## src/rtl/arm_mc_pkg.sv

```systemverilog
// Shared types and constants for the multicycle ARM controller:
// FSM states, ALU op codes, condition codes, mux selects, DP decode.
package arm_mc_pkg;

    typedef enum logic [3:0] {
        S_FETCH,
        S_DECODE,
        S_MEMADR,
        S_MEMRD,
        S_MEMWB,
        S_MEMWR,
        S_EXECR,
        S_EXECI,
        S_ALUWB,
        S_BRANCH
    } state_t;

    typedef enum logic [3:0] {
        ALU_ADD = 4'b0000,
        ALU_SUB = 4'b0001,
        ALU_AND = 4'b0010,
        ALU_ORR = 4'b0011,
        ALU_EOR = 4'b0100,
        ALU_RSB = 4'b0101,
        ALU_MOV = 4'b0110,
        ALU_BIC = 4'b0111,
        ALU_MVN = 4'b1000
    } alu_op_t;

    typedef enum logic [3:0] {
        C_EQ = 4'b0000, C_NE = 4'b0001,
        C_CS = 4'b0010, C_CC = 4'b0011,
        C_MI = 4'b0100, C_PL = 4'b0101,
        C_VS = 4'b0110, C_VC = 4'b0111,
        C_HI = 4'b1000, C_LS = 4'b1001,
        C_GE = 4'b1010, C_LT = 4'b1011,
        C_GT = 4'b1100, C_LE = 4'b1101,
        C_AL = 4'b1110, C_NV = 4'b1111
    } cond_t;

    localparam logic [1:0] RS_ALUOUT = 2'b00;
    localparam logic [1:0] RS_DATA   = 2'b01;
    localparam logic [1:0] RS_ALURES = 2'b10;

    localparam logic [1:0] SA_RD1 = 2'b00;
    localparam logic [1:0] SA_PC  = 2'b01;

    localparam logic [1:0] SB_RD2  = 2'b00;
    localparam logic [1:0] SB_IMM  = 2'b01;
    localparam logic [1:0] SB_FOUR = 2'b10;

    localparam logic [1:0] OP_DP  = 2'b00;
    localparam logic [1:0] OP_MEM = 2'b01;
    localparam logic [1:0] OP_BR  = 2'b10;
    localparam logic [1:0] OP_NOP = 2'b11;

    typedef struct packed {
        alu_op_t op;
        logic    wr;
        logic    arith;
        logic    valid;
    } dp_dec_t;

    // Compare/test ops write no register; ADC/SBC/RSC are invalid.
    function automatic dp_dec_t dp_decode(input logic [3:0] cmd);
        dp_dec_t d;
        d.op    = ALU_ADD;
        d.wr    = 1'b1;
        d.arith = 1'b0;
        d.valid = 1'b1;
        case (cmd)
            4'b0000: d.op = ALU_AND;
            4'b0001: d.op = ALU_EOR;
            4'b0010: begin d.op = ALU_SUB; d.arith = 1'b1; end
            4'b0011: begin d.op = ALU_RSB; d.arith = 1'b1; end
            4'b0100: begin d.op = ALU_ADD; d.arith = 1'b1; end
            4'b1100: d.op = ALU_ORR;
            4'b1101: d.op = ALU_MOV;
            4'b1110: d.op = ALU_BIC;
            4'b1111: d.op = ALU_MVN;
            4'b1000: begin d.op = ALU_AND; d.wr = 1'b0; end
            4'b1001: begin d.op = ALU_EOR; d.wr = 1'b0; end
            4'b1010: begin
                d.op = ALU_SUB; d.wr = 1'b0; d.arith = 1'b1;
            end
            4'b1011: begin
                d.op = ALU_ADD; d.wr = 1'b0; d.arith = 1'b1;
            end
            default: begin d.wr = 1'b0; d.valid = 1'b0; end
        endcase
        return d;
    endfunction

endpackage

```

## src/rtl/arm_mc_condcheck.sv

```systemverilog
// Combinational ARM condition check.
// Ports: cond (Instr[31:28]), flags {N,Z,C,V}, condex (1 = execute).
module arm_mc_condcheck
    import arm_mc_pkg::*;
(
    input  logic [3:0] cond,
    input  logic [3:0] flags,
    output logic       condex
);

    logic n, z, c, v, ge;

    assign {n, z, c, v} = flags;
    assign ge = (n == v);

    always_comb begin
        condex = 1'b0;
        case (cond)
            C_EQ: condex = z;
            C_NE: condex = ~z;
            C_CS: condex = c;
            C_CC: condex = ~c;
            C_MI: condex = n;
            C_PL: condex = ~n;
            C_VS: condex = v;
            C_VC: condex = ~v;
            C_HI: condex = c & ~z;
            C_LS: condex = ~(c & ~z);
            C_GE: condex = ge;
            C_LT: condex = ~ge;
            C_GT: condex = ~z & ge;
            C_LE: condex = ~(~z & ge);
            C_AL: condex = 1'b1;
            default: condex = 1'b0;
        endcase
    end

endmodule

```

## src/rtl/arm_mc_controller.sv

```systemverilog
// Multicycle ARM controller: FSM, output decode, NZCV register.
// In: clk, reset (async, low), Instr, ALUFlags, ByteOff, mem_ready.
// Out: datapath enables/selects, ALUControl, be, Flags.
module arm_mc_controller
    import arm_mc_pkg::*;
#(
    parameter bit MEM_HANDSHAKE = 1'b1,
    parameter bit BYTE_EN       = 1'b1
) (
    input  logic        clk,
    input  logic        reset,
    input  logic [31:0] Instr,
    input  logic [3:0]  ALUFlags,
    input  logic [1:0]  ByteOff,
    input  logic        mem_ready,
    output logic        PCWrite,
    output logic        AdrSrc,
    output logic        MemWrite,
    output logic        IRWrite,
    output logic        RegWrite,
    output logic [1:0]  ResultSrc,
    output logic [1:0]  ALUSrcA,
    output logic [1:0]  ALUSrcB,
    output logic [1:0]  ImmSrc,
    output logic [1:0]  RegSrc,
    output logic        ShifterSrc,
    output logic [3:0]  ALUControl,
    output logic [3:0]  be,
    output logic [3:0]  Flags
);

    state_t     state, nxt;
    logic [3:0] flags_q;
    logic       condex;
    logic       rdy;
    logic [1:0] op;
    logic       imm;
    logic [3:0] be_mem;
    dp_dec_t    dec;
    logic       unused;

    assign op     = Instr[27:26];
    assign imm    = Instr[25];
    assign dec    = dp_decode(Instr[24:21]);
    assign rdy    = mem_ready | ~MEM_HANDSHAKE;
    assign be_mem = (BYTE_EN && Instr[22]) ? 4'b0001 << ByteOff
                                           : 4'b1111;
    assign unused = ^Instr[19:0];
    assign Flags  = flags_q;

    arm_mc_condcheck u_cond (
        .cond   (Instr[31:28]),
        .flags  (flags_q),
        .condex (condex)
    );

    always_ff @(posedge clk or negedge reset) begin
        if (!reset) begin
            state   <= S_FETCH;
            flags_q <= 4'b0000;
        end else begin
            state <= nxt;
            if (state == S_ALUWB && dec.valid && Instr[20]) begin
                flags_q[3:2] <= ALUFlags[3:2];
                // Logical ops leave C and V untouched.
                if (dec.arith)
                    flags_q[1:0] <= ALUFlags[1:0];
            end
        end
    end

    always_comb begin
        nxt        = state;
        PCWrite    = 1'b0;
        AdrSrc     = 1'b0;
        MemWrite   = 1'b0;
        IRWrite    = 1'b0;
        RegWrite   = 1'b0;
        ResultSrc  = RS_ALUOUT;
        ALUSrcA    = SA_RD1;
        ALUSrcB    = SB_RD2;
        ShifterSrc = 1'b0;
        ALUControl = ALU_ADD;
        be         = 4'b0000;
        ImmSrc     = Instr[27:26];
        RegSrc     = {op == OP_MEM && !Instr[20], op == OP_BR};

        unique case (state)
            S_FETCH: begin
                ALUSrcA    = SA_PC;
                ALUSrcB    = SB_FOUR;
                ResultSrc  = RS_ALURES;
                IRWrite    = rdy;
                PCWrite    = rdy;
                be         = 4'b1111;
                if (rdy) nxt = S_DECODE;
            end
            S_DECODE: begin
                unique case (1'b1)
                    !condex || op == OP_NOP:
                        nxt = S_FETCH;
                    condex && op == OP_MEM:
                        nxt = S_MEMADR;
                    condex && op == OP_DP && imm:
                        nxt = S_EXECI;
                    condex && op == OP_DP && !imm:
                        nxt = S_EXECR;
                    condex && op == OP_BR:
                        nxt = S_BRANCH;
                    default:
                        nxt = S_FETCH;
                endcase
            end
            S_MEMADR: begin
                ALUSrcB    = SB_IMM;
                ALUControl = Instr[23] ? ALU_ADD : ALU_SUB;
                nxt        = Instr[20] ? S_MEMRD : S_MEMWR;
            end
            S_MEMRD: begin
                AdrSrc = 1'b1;
                be     = be_mem;
                if (rdy) nxt = S_MEMWB;
            end
            S_MEMWB: begin
                ResultSrc = RS_DATA;
                RegWrite  = 1'b1;
                nxt       = S_FETCH;
            end
            S_MEMWR: begin
                AdrSrc   = 1'b1;
                MemWrite = 1'b1;
                be       = be_mem;
                if (rdy) nxt = S_FETCH;
            end
            S_EXECR: begin
                ShifterSrc = 1'b1;
                ALUControl = dec.op;
                nxt        = S_ALUWB;
            end
            S_EXECI: begin
                ALUSrcB    = SB_IMM;
                ALUControl = dec.op;
                nxt        = S_ALUWB;
            end
            S_ALUWB: begin
                // ALU keeps computing so ALUFlags are valid here.
                ALUSrcB    = imm ? SB_IMM : SB_RD2;
                ShifterSrc = ~imm;
                ALUControl = dec.op;
                RegWrite   = dec.wr;
                nxt        = S_FETCH;
            end
            S_BRANCH: begin
                ALUSrcA   = SA_PC;
                ALUSrcB   = SB_IMM;
                ResultSrc = RS_ALURES;
                PCWrite   = 1'b1;
                RegWrite  = Instr[24];
                nxt       = S_FETCH;
            end
            default: nxt = S_FETCH;
        endcase

        if (!reset) begin
            PCWrite    = 1'b0;
            AdrSrc     = 1'b0;
            MemWrite   = 1'b0;
            IRWrite    = 1'b0;
            RegWrite   = 1'b0;
            ResultSrc  = 2'b00;
            ALUSrcA    = 2'b00;
            ALUSrcB    = 2'b00;
            ShifterSrc = 1'b0;
            ALUControl = 4'b0000;
            be         = 4'b0000;
            ImmSrc     = 2'b00;
            RegSrc     = 2'b00;
        end
    end

endmodule
```

## config.mk

```make
export PLATFORM = sky130hd
export DESIGN_NAME = arm_mc_controller
export DESIGN_NICKNAME = d
export VERILOG_FILES = /design/src/rtl/arm_mc_pkg.sv /design/src/rtl/arm_mc_condcheck.sv /design/src/rtl/arm_mc_controller.sv
export SDC_FILE = /design/constraint.sdc
export NUM_CORES = 1
export LEC_CHECK = 0
export BUFFER_PORTS_ARGS = -buffer_cell sky130_fd_sc_hd__buf_2
export CAP_MARGIN = 5
export CORE_AREA = 8 8 66 54
export DETAILED_ROUTE_END_ITERATION = 16
export DIE_AREA = 0 0 74 62
export PLACE_DENSITY = 0.89
export SETUP_SLACK_MARGIN = 0.5
export SLEW_MARGIN = 10
export SYNTH_ARGS = -nofsm -noshare
export SYNTH_HDL_FRONTEND = slang
export SYNTH_SLANG_ARGS = --single-unit
```

## constraint.sdc

```tcl
create_clock -name clk -period 3.5 [get_ports clk]
set_clock_uncertainty 0.15 [all_clocks]
set_input_delay 1.05 -clock clk [delete_from_list [all_inputs] [get_ports clk]]
set_output_delay 1.05 -clock clk [all_outputs]
set_load 0.005 [all_outputs]
```

## Word-level counts from Yosys, hierarchy flattened

Cells that the tools add are included.
W data, S select, Z words.

| operators by class | value |
|---|---|
| equality and inequality tests | 41 |
| shift operators | 1 |
| mux-type cells | 38 |
| bitwise logic cells | 10 |
| reduce and logical (&&, ||, !) cells | 27 |

Operator list:

| kind | count |
|---|---|
| $eq A4 B4 Y1 const B | 17 |
| $eq A4 B3 Y1 const B | 9 |
| $pmux W4 S8 | 1 |
| $eq A4 B2 Y1 const B | 6 |
| $mux W4 | 6 |
| $pmux W4 S6 | 1 |
| $pmux W4 S2 | 2 |
| $pmux W4 S4 | 1 |
| $mux W1 | 15 |
| $pmux W1 S15 | 1 |
| $reduce_or A13 Y1 | 1 |
| $eq A4 B1 Y1 const B | 3 |
| $logic_not A4 Y1 | 3 |
| $reduce_or A2 Y1 | 6 |
| $mux W2 | 5 |
| $reduce_or A9 Y1 | 1 |
| $logic_and A1 B1 Y1 | 8 |
| $not A1 Y1 | 8 |
| $ne A2 B2 Y1 const B | 3 |
| $pmux W2 S3 | 1 |
| $reduce_or A3 Y1 | 2 |
| $reduce_or A5 Y1 | 1 |
| $pmux W1 S2 | 2 |
| $pmux W2 S2 | 1 |
| other kinds (11) | 13 |

| storage, ports and cells | value |
|---|---|
| register bits after elaboration | 8 |
| input port bits | 41 |

## Depth between registers and ports, before layout

Gate-level depths: netlist of run 1.

| depth | value |
|---|---|
| depth in word-level cells | 8 |
| depth in mapped cells | 6 |
| mapped depth without buffers | 5 |

## By module

From an unflattened synthesis of run 1, not the netlist that was laid out.

| second synthesis, totals | value |
|---|---|
| cells, all modules | 138 |
| area, all modules | 1048.5 sq um |

By module, submodules not included:

| module | instances | cells each | area each (sq um) | seq. area each (sq um) |
|---|---|---|---|---|
| arm_mc_controller | 1 | 115 | 900.9 | 200.2 |
| arm_mc_condcheck | 1 | 23 | 147.6 | 0.0 |

## Worst setup path before layout of run 1

OpenSTA, ideal clock, no wires.

| timing path | value |
|---|---|
| path kind | input to output |
| start | input Instr[24] |
| end | output ALUControl[0] |
| arrival time | 1.817 ns |
| required time | 2.300 ns |
| setup slack | 0.483 ns |
| stages | 5 |
| buffers on the path | 0 |
| cells stage by stage | nand2b_1 -> o211ai_1 -> o22a_1 -> o32ai_1 -> and2_1 |

| between the ends | value |
|---|---|
| word-level cells in the longest chain between the ends | 5 |

RTL lines:

| item | RTL line | text |
|---|---|---|
| start, declared | arm_mc_controller.sv:12 | `input logic [31:0] Instr,` |
| $eq A4 B4 Y1, or another cell as far along | arm_mc_pkg.sv:71 | `case (cmd)` |
| $reduce_or A2 Y1 (no source line) | - |  |
| $pmux W4 S8 * | arm_mc_pkg.sv:71 |  |
| $pmux W4 S2 * | arm_mc_controller.sv:88 | `unique case (state)` |
| $mux W4 * | arm_mc_controller.sv:164 | `if (!reset) begin` |
| end, declared | arm_mc_controller.sv:27 | `output logic [3:0] ALUControl,` |

Every way passes the cells marked *; elsewhere a longest branch is shown, timed or not.

## Worst setup path in the final report of run 1

| timing path | value |
|---|---|
| start | input Instr[21] |
| end | output ALUControl[0] |

The elaborated chain is that of the path after synthesis.

==> out/metrics.cfg, run 1 <==
[synthesis]
ys_seq_area_frac = 0.177
synth_edf_count = 0
async_flop_share = 1.00
synthTopCellsByArea = dfrtp_1, o21ai_0, nor2_1
ys.flop_type = dfrtp_1
syn_area_um2 = 1130
yosys_register_bits = 8
yosysTopAreaCell = dfrtp_1
syn_nets = 189
synth_top_area_frac = 0.177
synthDistinctLibCells = 54
synth_warnings = 0
syn-instance-count = 148
syn_avg_cell_area_um2 = 7.64

[cells_and_area]
multi_input_area_um2 = 875
fillers = 239
design_area_um2 = 1480
layout.nets = 239
seq_area_um2 = 204
area_delta_synth_final_pct = 30.6
drive_gt1_frac = 0.429
finalNonFillerCells = 232
antenna_cells = 0
final_common_cell = buf_2
most-common-layout-cells = buf_2, nor2_1, nand2_1, o21ai_0, buf_4

[detailed_routing]
via_count = 1265
ant_nets = 0
vias_per_cell = 5.45
routedWlPerCell_um = 13.8
drt_iter0_drc = 56
routed_wl_um = 3200
drt_first_pass_iters = 4
drt_drc_violations_left = 0

[sta]
hold_violations = 0
grt_setup_unrepaired = yes
period_needed_ns = 3.24
timing.fmax_mhz = 309
fin_tns_setup_ns = 0
period_share = 0.925
drv_slew = 0
setup_viol_count_final = 0
worst_slack_ns = 0.263

[placed_design]
port-buffer-count = 47
dp_hpwl_um = 2460
gp_congestion = 0.915
postPlaceCellArea_um2 = 1360
pre_cts_slack_ns = 0.176
dp_cells = 224

[floorplanning]
die_w_um = 74
dieArea_um2 = 4590
coreArea_um2 = 2500
start_util = 0.452
io-pin-count = 69
die_h_um = 62
num_rows = 16

[status]
status = completed

[setup_path]
crit_top_cell = buf_2
crit_family = compound AO/OA/AOI/OAI gates
critPathCaptureType = primary output
worst_ep_required_time_ns = 2.30
path_buf_inv = 2
cp-startpoint = Instr[21]
crit_path_cell_trace = buf_2, nand2_1, o211ai_1, o22a_1, o32ai_2, and2_1, buf_2
worstPathMaxFanout = 6
r2r_end = state[0]
worstPathArrival_ns = 2.04
slowest_stage = o22a_1
timing.rr.start = state[1]
path_class = input port to primary output
r2r_slack_ns = 1.64
start_kind = input port
reg2reg_depth = 5
cpPeakStageDelay_ns = 0.20

[cts]
clock_sinks = 8
cts.clk_slew.worst_paths_ns = 0.05
htreeDepth = 1
tritoncts = yes
clock_latency_ns = 0.26
clockBufferDepth = 2
root_buffer = clkbuf_4
cts_inserted_buffers = 3
hold_buffers = 0

[power_and_ir_drop]
finalPower_uw = 817
power_density_nw_per_um2 = 553
leakage_nw = 0.702
ir_drop_mv = 0.304

[global_route]
grt_pass1_vias = 1188
grt-ovfl-total = 0
grt_start_max_net_pins = 20
grt_pass1_wl_um = 5040
busiest_layer = met2
grt_util_met2 = 0.250
track_usage = 0.137
met1_usage = 0.151
use_met3 = 0.0449
antenna_found_initial = 0

[worst_hold_path]
holdCritPathClass = flop to flop
min_to = state[2]
min_from = state[3]
hold-path-cell-count = 1

[flow_run]
cap_violations = 0

cell families (layout without fill, tap and decap cells):
kind of cell | Yosys count | after routing | share of synthesized area
compound gates | 44 | 44 | 0.275
xor+xnor | 3 | 3 | 0.0232
buf+inv | 14 | 62 | 0.0863
flops | 8 | 8 | 0.177
mux | 6 | 6 | 0.0575
other cells | 1 | 1 | 0.00332
simple gates | 72 | 72 | 0.377
stage by stage:
step                      hold WS [ns]   util
after floorplan                  0.405      -
after global placement           0.418  0.542
after detailed placement         0.447  0.542
after CTS                        0.457  0.567
after global routing             0.481  0.591
final                            0.462  0.591
report_power, final:
group          leakage (nW)  internal [mW]  total [mW]  switching (mW)
Clock                0.0138         0.0393      0.0709          0.0317
Combinational         0.586          0.271       0.504           0.233
Sequential            0.102          0.132       0.243           0.111
worst max path at each step:
stage | endpoint | slack [ns] | cells after the start
detailed placement | ALUControl[0] | 0.18 | 7
CTS | ALUControl[0] | 0.28 | 7
global route | ALUControl[0] | 0.22 | 7
finish | ALUControl[0] | 0.26 | 7
floorplan | ALUControl[0] | 0.54 | 5
global placement | ALUControl[0] | 0.20 | 7
layer usage:
metal	wire [um]	part of all wire
met1	1340	0.42
met2	1580	0.50
met3	262	0.082
met4	13	0.0041
met5	0	0
synth_stat cells (2+ instances only):
master and count:
and2_1 6, o21ai_0 11, or3_1 2, nor3_1 4, o22a_1 2, o22ai_1 3, nor2b_1 6, nand3_1 2
mux2i_1 2, nand3b_1 3, xnor2_1 2, a21oi_1 6, o31ai_2 2, inv_1 4, dfrtp_1 8, clkbuf_1 2
o21ai_1 2, a21o_1 4, nor3b_1 2, clkbuf_8 2, a31oi_1 2, nor2_1 14, mux2_2 4, nand2_1 12
o211ai_1 4, buf_6 2, nand2b_1 8
state kept, by name, summed over array words and instances, names as in the netlist:
register	count
state	4
Flags	4
layout make-up:
cell class,count,area share
tap,36,0.0305
multi-input combinational,126,0.592
clock buffer,3,0.0152
timing repair buffer,54,0.211
sequential,8,0.138
inverter,5,0.0135
what timing repair did:
item | 4_1_cts | 5_1_grt
hold endpoints to repair | 0 | 0
gates resized for setup | 7 | 11
buffers inserted | 2 | 3
cloned | 0 | 0
pin swaps | 3 | 5
setup endpoints to repair | 4 | 12
Power figures use the tool's default switching activity.
==> run 2, diff against run 1 <==
--- a/config.mk
+++ b/config.mk
@@ -10,7 +10,7 @@
 export CORE_AREA = 8 8 66 54
 export DETAILED_ROUTE_END_ITERATION = 16
 export DIE_AREA = 0 0 74 62
-export PLACE_DENSITY = 0.89
+export PLACE_DENSITY_LB_ADDON = 0.05
 export SETUP_SLACK_MARGIN = 0.5
 export SLEW_MARGIN = 10
 export SYNTH_ARGS = -nofsm -noshare
==> out/metrics.cfg, run 2 (synthesis gave the netlist of run 1 again) <==
[detailed_routing]
via_count = 1275
routedWlPerCell_um = 14.3
vias_per_cell = 5.52
ant_nets = 0
routed_wl_um = 3300
drt_iter0_drc = 82
drt_first_pass_iters = 4
drt_drc_violations_left = 0

[sta]
drv_slew = 0
grt_setup_unrepaired = yes
hold_violations = 0
fin_tns_setup_ns = 0
setup_viol_count_final = 0
timing.fmax_mhz = 313
period_share = 0.913
period_needed_ns = 3.19

[setup_path]
worstPathMaxFanout = 3
path_buf_inv = 2
worst_ep_required_time_ns = 2.30
crit_family = compound AO/OA/AOI/OAI gates
r2r_slack_ns = 1.66
critPathCaptureType = primary output
crit_path_cell_trace = buf_8, nand2b_4, o211ai_1, o22a_1, o32ai_2, and2_1, buf_2
path_class = input port to primary output
slowest_stage = o22a_1
worstPathArrival_ns = 1.99
cpPeakStageDelay_ns = 0.19
start_kind = input port

[global_route]
antenna_found_initial = 0
track_usage = 0.151
grt-ovfl-total = 0
grt_start_max_net_pins = 20
grt_pass1_vias = 1242
grt_pass1_wl_um = 5440

[placed_design]
postPlaceCellArea_um2 = 1350
port-buffer-count = 47
gp_congestion = 0.733
dp_hpwl_um = 2580

[cells_and_area]
design_area_um2 = 1510
most-common-layout-cells = buf_2, nor2_1, nand2_1, o21ai_0
antenna_cells = 0
layout.nets = 238
area_delta_synth_final_pct = 33.1
final_common_cell = buf_2
fillers = 245
drive_gt1_frac = 0.426
seq_area_um2 = 205
multi_input_area_um2 = 877

[cts]
clock_latency_ns = 0.26
clock_sinks = 8
root_buffer = clkbuf_4
htreeDepth = 1
cts.clk_slew.worst_paths_ns = 0.05
cts_inserted_buffers = 3
hold_buffers = 0
tritoncts = yes
clockBufferDepth = 2

[power_and_ir_drop]
pwr-share-seq = 0.309
power_density_nw_per_um2 = 548
combPwrFrac = 0.605
clkPwrFrac = 0.086
ir_drop_mv = 0.267
leakage_nw = 0.712
power_switching_uw = 385
power.internal_uw = 439
switching_share = 0.468

[floorplanning]
die_h_um = 62
dieArea_um2 = 4590
io-pin-count = 69
die_w_um = 74
num_rows = 16
start_util = 0.452
coreArea_um2 = 2500

[worst_hold_path]
holdCritPathClass = flop to flop

[status]
status = completed

[flow_run]
cap_violations = 0

## run 2: cell count changes in the layout (fill, tap and decap cells not counted), moves of 2 or more
| cell | previous run | this run |
|---|---|---|
| buf_8 | 0 | 2 |
| buf_2 | 44 | 42 |
| nor3b_2 | 2 | 0 |
| buf_6 | 1 | 4 |
| buf_4 | 8 | 4 |
## run 2: repair_timing
item                                    in CTS  in global routing
resized for setup                           13                 15
endpoints found under the setup margin      13                 15
setup buffers                                3                  2
pin swaps                                    6                 10
## run 2: path summary, 6_finish.rpt
kind                           start             to  cells past startpoint
setup reg to reg            Flags[3]       state[0]                      5
hold / removal              Flags[1]       Flags[1]                      1
min in group asynchronous      reset       state[3]                      2
setup / recovery           Instr[24]  ALUControl[0]                      7
max in group asynchronous      reset       state[1]                      2
hold reg to reg             Flags[1]       Flags[1]                      1
## run 2: area by class of cell
| type | count | area share |
|---|---|---|
| multi-input combinational | 126 | 0.583 |
| timing repair buffer | 53 | 0.223 |
| inverter | 5 | 0.0133 |
| clock buffer | 3 | 0.0150 |
| sequential | 8 | 0.136 |
| tap | 36 | 0.0299 |
## run 2: worst register-to-register path, cell delays in order, from the launching register on
cell	delay, ns
dfrtp_1	0.43
xnor2_1	0.33
a2111oi_2	0.12
a31o_1	0.20
a221oi_2	0.32
o22ai_1	0.15
## run 2: routing by layer
metal	vias up	share of wire	global-route usage
met5	-	0	0
met2	33	0.50	0.266
li1	631	-	-
met3	6	0.053	0.0369
met4	0	0.019	0.0680
met1	605	0.43	0.171
## run 2: metrics by stage
step           worst slack [ns]  hold slack, ns   util  power [mW]  cells
2_1_floorplan             0.538           0.405      -       0.582    148
3_3_place_gp              0.151           0.440  0.539       0.696    223
3_5_place_dp              0.176           0.458  0.539       0.712    223
4_1_cts                   0.257           0.470  0.572       0.794    229
5_1_grt                   0.251           0.519  0.602       0.905    231
6_report                  0.306           0.461  0.602       0.824    231
## run 2: power by group through the flow
| stage | registers (mW) | logic, mW | clock network [mW] |
|---|---|---|---|
| CTS | 0.240 | 0.482 | 0.0729 |
| global route | 0.269 | 0.555 | 0.0806 |
| finish | 0.255 | 0.499 | 0.0712 |
| global placement | 0.239 | 0.457 | 0 |
| floorplan | 0.169 | 0.413 | 0 |
| detailed placement | 0.240 | 0.472 | 0 |
